## src/rtl/bcd_down_counter_if.sv

```systemverilog
// Control/status bundle for the loadable BCD down counter.
// The master drives load/enable controls; the slave presents count and flags.
interface bcd_down_counter_if #(
    parameter int DIGITS = 2
);
    logic                  LOAD;
    logic [4*DIGITS-1:0]   LOAD_VAL;
    logic                  EN;
    logic                  AUTO_RELOAD;
    logic [4*DIGITS-1:0]   Q;
    logic                  RUNNING;
    logic                  ZERO;
    logic                  DONE;

    modport master (
        output LOAD,
        output LOAD_VAL,
        output EN,
        output AUTO_RELOAD,
        input  Q,
        input  RUNNING,
        input  ZERO,
        input  DONE
    );

    modport slave (
        input  LOAD,
        input  LOAD_VAL,
        input  EN,
        input  AUTO_RELOAD,
        output Q,
        output RUNNING,
        output ZERO,
        output DONE
    );
endinterface

```

## src/rtl/bcd_down_counter.sv

```systemverilog
// Loadable multi-digit BCD down counter used as a programmable interval timer,
// with one-shot or periodic (auto-reload) terminal-count behaviour.
//
// state | meaning
// IDLE  | not counting; EN ignored, Q holds
// RUN   | decrement once per enabled cycle until terminal count
module bcd_down_counter #(
    parameter int DIGITS = 2
) (
    input  logic             CLK,
    input  logic             RESET,
    bcd_down_counter_if.slave bus
);
    localparam int W = 4 * DIGITS;

    typedef enum logic {
        IDLE = 1'b0,
        RUN  = 1'b1
    } state_t;

    state_t         state_r;
    state_t         state_nxt;
    logic [W-1:0]   q_r;
    logic [W-1:0]   q_nxt;
    logic [W-1:0]   reload_r;
    logic [W-1:0]   reload_nxt;
    logic           done_r;
    logic           done_nxt;
    logic [W-1:0]   load_clean;
    logic [W-1:0]   q_dec;
    logic           at_terminal;

    // Clamp each digit above 9 to 9 independently.
    function automatic logic [W-1:0] sanitise(input logic [W-1:0] v);
        logic [W-1:0] r;
        r = v;
        for (int k = 0; k < DIGITS; k++) begin
            if (v[4*k +: 4] > 4'd9) begin
                r[4*k +: 4] = 4'd9;
            end
        end
        return r;
    endfunction

    function automatic logic [W-1:0] bcd_decrement(input logic [W-1:0] v);
        logic [W-1:0] r;
        logic         borrow;
        r      = v;
        borrow = 1'b1;
        for (int k = 0; k < DIGITS; k++) begin
            if (borrow) begin
                if (v[4*k +: 4] == 4'd0) begin
                    r[4*k +: 4] = 4'd9;
                end else begin
                    r[4*k +: 4] = v[4*k +: 4] - 4'd1;
                    borrow      = 1'b0;
                end
            end
        end
        return r;
    endfunction

    assign load_clean  = sanitise(bus.LOAD_VAL);
    assign q_dec       = bcd_decrement(q_r);
    assign at_terminal = (q_r == W'(1));

    always_ff @(posedge CLK) begin
        if (RESET) begin
            state_r  <= IDLE;
            q_r      <= '0;
            reload_r <= '0;
            done_r   <= 1'b0;
        end else begin
            state_r  <= state_nxt;
            q_r      <= q_nxt;
            reload_r <= reload_nxt;
            done_r   <= done_nxt;
        end
    end

    always_comb begin
        state_nxt  = state_r;
        q_nxt      = q_r;
        reload_nxt = reload_r;
        done_nxt   = 1'b0;

        if (bus.LOAD) begin
            q_nxt      = load_clean;
            reload_nxt = load_clean;
            state_nxt  = (load_clean != '0) ? RUN : IDLE;
        end else if (state_r == RUN && bus.EN) begin
            if (at_terminal) begin
                done_nxt = 1'b1;
                // Periodic mode skips the zero state so the period equals the preset.
                if (bus.AUTO_RELOAD) begin
                    q_nxt = reload_r;
                end else begin
                    q_nxt     = '0;
                    state_nxt = IDLE;
                end
            end else begin
                q_nxt = q_dec;
            end
        end
    end

    assign bus.Q       = q_r;
    assign bus.RUNNING = (state_r == RUN);
    assign bus.DONE    = done_r;
    assign bus.ZERO    = (q_r == '0);
endmodule

```

## src/flat_wrapper.sv

```systemverilog
// flat-port wrapper written by rule: the top's interface ports become plain ports
module bcd_down_counter_flat 
#(
    parameter int DIGITS = 2
)
  (CLK, RESET, bus_LOAD, bus_LOAD_VAL, bus_EN, bus_AUTO_RELOAD, bus_Q, bus_RUNNING, bus_ZERO, bus_DONE);
  bcd_down_counter_if #(.DIGITS(DIGITS)) bus_i ();
  input  logic CLK;
  input  logic RESET;
  input wire logic [$bits(bus_i.LOAD)-1:0] bus_LOAD;
  input wire logic [$bits(bus_i.LOAD_VAL)-1:0] bus_LOAD_VAL;
  input wire logic [$bits(bus_i.EN)-1:0] bus_EN;
  input wire logic [$bits(bus_i.AUTO_RELOAD)-1:0] bus_AUTO_RELOAD;
  output wire logic [$bits(bus_i.Q)-1:0] bus_Q;
  output wire logic [$bits(bus_i.RUNNING)-1:0] bus_RUNNING;
  output wire logic [$bits(bus_i.ZERO)-1:0] bus_ZERO;
  output wire logic [$bits(bus_i.DONE)-1:0] bus_DONE;
  assign bus_i.LOAD = bus_LOAD;
  assign bus_i.LOAD_VAL = bus_LOAD_VAL;
  assign bus_i.EN = bus_EN;
  assign bus_i.AUTO_RELOAD = bus_AUTO_RELOAD;
  assign bus_Q = bus_i.Q;
  assign bus_RUNNING = bus_i.RUNNING;
  assign bus_ZERO = bus_i.ZERO;
  assign bus_DONE = bus_i.DONE;
  bcd_down_counter #(.DIGITS(DIGITS)) u_core (.CLK(CLK), .RESET(RESET), .bus(bus_i));
endmodule
```

## config.mk

```make
export PLATFORM = sky130hd
export DESIGN_NAME = bcd_down_counter_flat
export DESIGN_NICKNAME = d
export VERILOG_FILES = /design/src/rtl/bcd_down_counter_if.sv /design/src/rtl/bcd_down_counter.sv /design/src/flat_wrapper.sv
export SDC_FILE = /design/constraint.sdc
export NUM_CORES = 1
export LEC_CHECK = 0
export BUFFER_PORTS_ARGS = -buffer_cell sky130_fd_sc_hd__buf_2
export CELL_PAD_IN_SITES_DETAIL_PLACEMENT = 1
export CELL_PAD_IN_SITES_GLOBAL_PLACEMENT = 2
export CORE_MARGIN = 3
export CORE_UTILIZATION = 34
export CTS_BUF_LIST = sky130_fd_sc_hd__clkbuf_2
export CTS_CLUSTER_SIZE = 40
export DETAILED_ROUTE_END_ITERATION = 7
export GPL_ROUTABILITY_DRIVEN = 0
export PLACE_DENSITY_LB_ADDON = 0.1
export SLEW_MARGIN = 20
export SYNTH_ARGS = -nofsm -noshare
export SYNTH_HDL_FRONTEND = slang
export SYNTH_SLANG_ARGS = --single-unit
```

## constraint.sdc

```tcl
create_clock -name CLK -period 3.6 [get_ports CLK]
set_input_delay 0.18 -clock CLK [delete_from_list [all_inputs] [get_ports CLK]]
set_output_delay 0.18 -clock CLK [all_outputs]
set_load 0.01 [all_outputs]
```

==> impl_metrics.yaml <==
placed_design:
  port_buffers: 23
  post-place-ws_ns: 1.85
  dp.cells: 170
  dp_hpwl_mm: 2.23
setup_path:
  crit_path_end_kind: "output pin"
  cp-start-kind: "flop"
  required_ns: 3.42
  worstSetupPathType: "reg2out"
  cp.arrival_ns: 1.66
  cp_max_fo: 9
clocking:
  post-cts-setup-buffers: 0
  cts-root-buf: "clkbuf_2"
  h-tree-depth: 1
  clock_latency_ns: 0.31
  numCtsBuffers: 3
  holdBufCountCts: 0
  cts_tree: "built"
  max-clock-path-buffers: 2
  ctsResizeCount: 0
  clock-sinks: 18
  cts.clk_slew.worst_paths_ns: 0.18
detailed_routing:
  vias_per_cell: 5.82
  drc: 0
  firstDrtPassIters: 4
  drt-wirelength-per-cell_um: 16.9
  drt_iter0_markers: 65
  routed_wl_mm: 2.92
  vias: 1006
  ant_nets: 0
synth:
  synthesis.nets: 138
  ys_ff_latch: 18
  synth.avg_cell_area_um2: 8.14
  async_flop_share_pct: 0
  synth_area_um2: 1020
  synth_top_flop_cell: "dfxtp_1"
  ys_types: 37
  yosysSeqAreaShare_pct: 35.4
  synth_edf_count: 0
  syn_inst: 125
  yosysWarnings: 0
floorplanning:
  num_io_pins: 24
  start_util_pct: 36.3
  num_rows: 19
  die_y_um: 60.7
  die-area_um2: 3680
  die_w_um: 60.7
  core_um2: 2810
global_route:
  grt_pass1_vias: 968
  grt_usage_pct: 18.0
  grt_pass1_wl_mm: 4.89
  grt_max_degree: 23
  grt_antenna_before_repair: 0
  grt_overflow: 0
timing:
  hold_viol_final: 0
  rsz0062_at_grt: "no"
  tightest_slew_ns: 0.561
  skew_ns: 0.00492
  min_period_ns: 1.84
  slew_headroom_pct: 62.2
  max_freq_ghz: 0.544
  drv_slew: 0
  setup_tns_ns: 0
  setup_violations: 0
  post-route-period-util_pct: 51.1
  worst_slack_ns: 1.76
finish:
  syn_to_final_growth_pct: 11.7
  final_common_cell: "buf_2"
  diodes: 0
  layout.cells.non_filler: 173
  finish.net_count: 157
  nFillCells: 364
  layout_common_cells: "buf_2 (23), dfxtp_1 (18), nand2_1 (13), a21oi_1 (13), nor2_1 (10)"
  drive_gt1_share_pct: 21.1
power_and_ir_drop:
  ir_worst_vdd_uv: 132
  power.density_nw_per_um2: 373
  p_leak_uw: 0.000439
min_path:
  hp-class: "in2reg"
status:
  status: "finished clean"
flow_run:
  maxCapViolCount: 0
[power by group]
group | internal [µW] | total (µW) | switching (µW)
logic | 44.6 | 102 | 57.2
clock network | 22.7 | 89.1 | 66.3
registers | 212 | 233 | 20.6
total | 280 | 424 | 144
[worst paths after layout]
path,startpoint,to,slack (ns),cells past startpoint
min reg2reg,u_core.reload_r[5]$_SDFFE_PP0P_,u_core.reload_r[5]$_SDFFE_PP0P_,0.48,2
min,bus_LOAD_VAL[0],u_core.bus.RUNNING$_SDFFE_PP0P_,0.15,3
max reg2reg,u_core.bus.Q[4]$_SDFFE_PP0P_,u_core.bus.Q[5]$_SDFFE_PP0P_,1.82,4
max,u_core.bus.Q[4]$_SDFFE_PP0P_,bus_ZERO,1.76,3
[sequential cells by signal, indices dropped and copies added (netlist names)]
register / flops
u_core.bus.DONE: 1
u_core.bus.Q: 8
u_core.bus.RUNNING: 1
u_core.reload_r: 8
[worst max-delay path: stages, from the launching register on]
cell	delay, ns
dfxtp_1	0.42
or4_4	0.58
nor3b_1	0.19
buf_2	0.16
[synth_stat cells, types with 3 or more instances]
cell	instances	area [µm²]
a211oi_1	5	37.5
a21oi_1	13	65.1
nor3_1	7	35.0
dfxtp_1	18	360
o21a_1	4	30.0
clkbuf_1	5	18.8
nor2_1	10	37.5
nand3_1	6	30.0
nand2_1	13	48.8
inv_1	4	15.0
nor4_1	3	18.8
[logic make-up (layout without fill, tap and decap cells)]
group,count (synthesis),in the layout,synth area share (%)
buffers and inverters,13,30,6.39
xor gates and xnor gates,2,2,1.72
DFF,18,18,35.4
muxes,1,1,0.984
and+or+nand+nor,52,52,27.8
AOI/OAI and AO/OA,39,39,27.7
[per-stage QoR]
stage	util [%]	hold slack (ns)	total power, µW	cell area (µm²)
floorplan	-	0.327	306	1020
global placement	40.0	0.454	339	1120
detailed placement	40.0	0.462	340	1120
CTS	40.5	0.146	427	1140
global route	40.5	0.152	450	1140
finish	40.5	0.149	424	1140
[routing by layer]
metal	track usage (%)	routed length (µm)	vias up
met5	0	0	-
met4	5.57	10	0
met3	3.62	123	2
li1	-	-	498
met2	26.3	1310	23
met1	26.4	1470	483
[final cells by class]
class                           instances  area (µm²)  share of cell area (%)
Timing Repair Buffer                   23         115                    10.1
Multi-Input combinational cell         94         592                    52.1
Clock buffer                            3        15.0                    1.32
Tap cell                               31        38.8                    3.41
Sequential cell                        18         360                    31.7
Inverter                                4        15.0                    1.32
(Power assumes the default switching activity.)
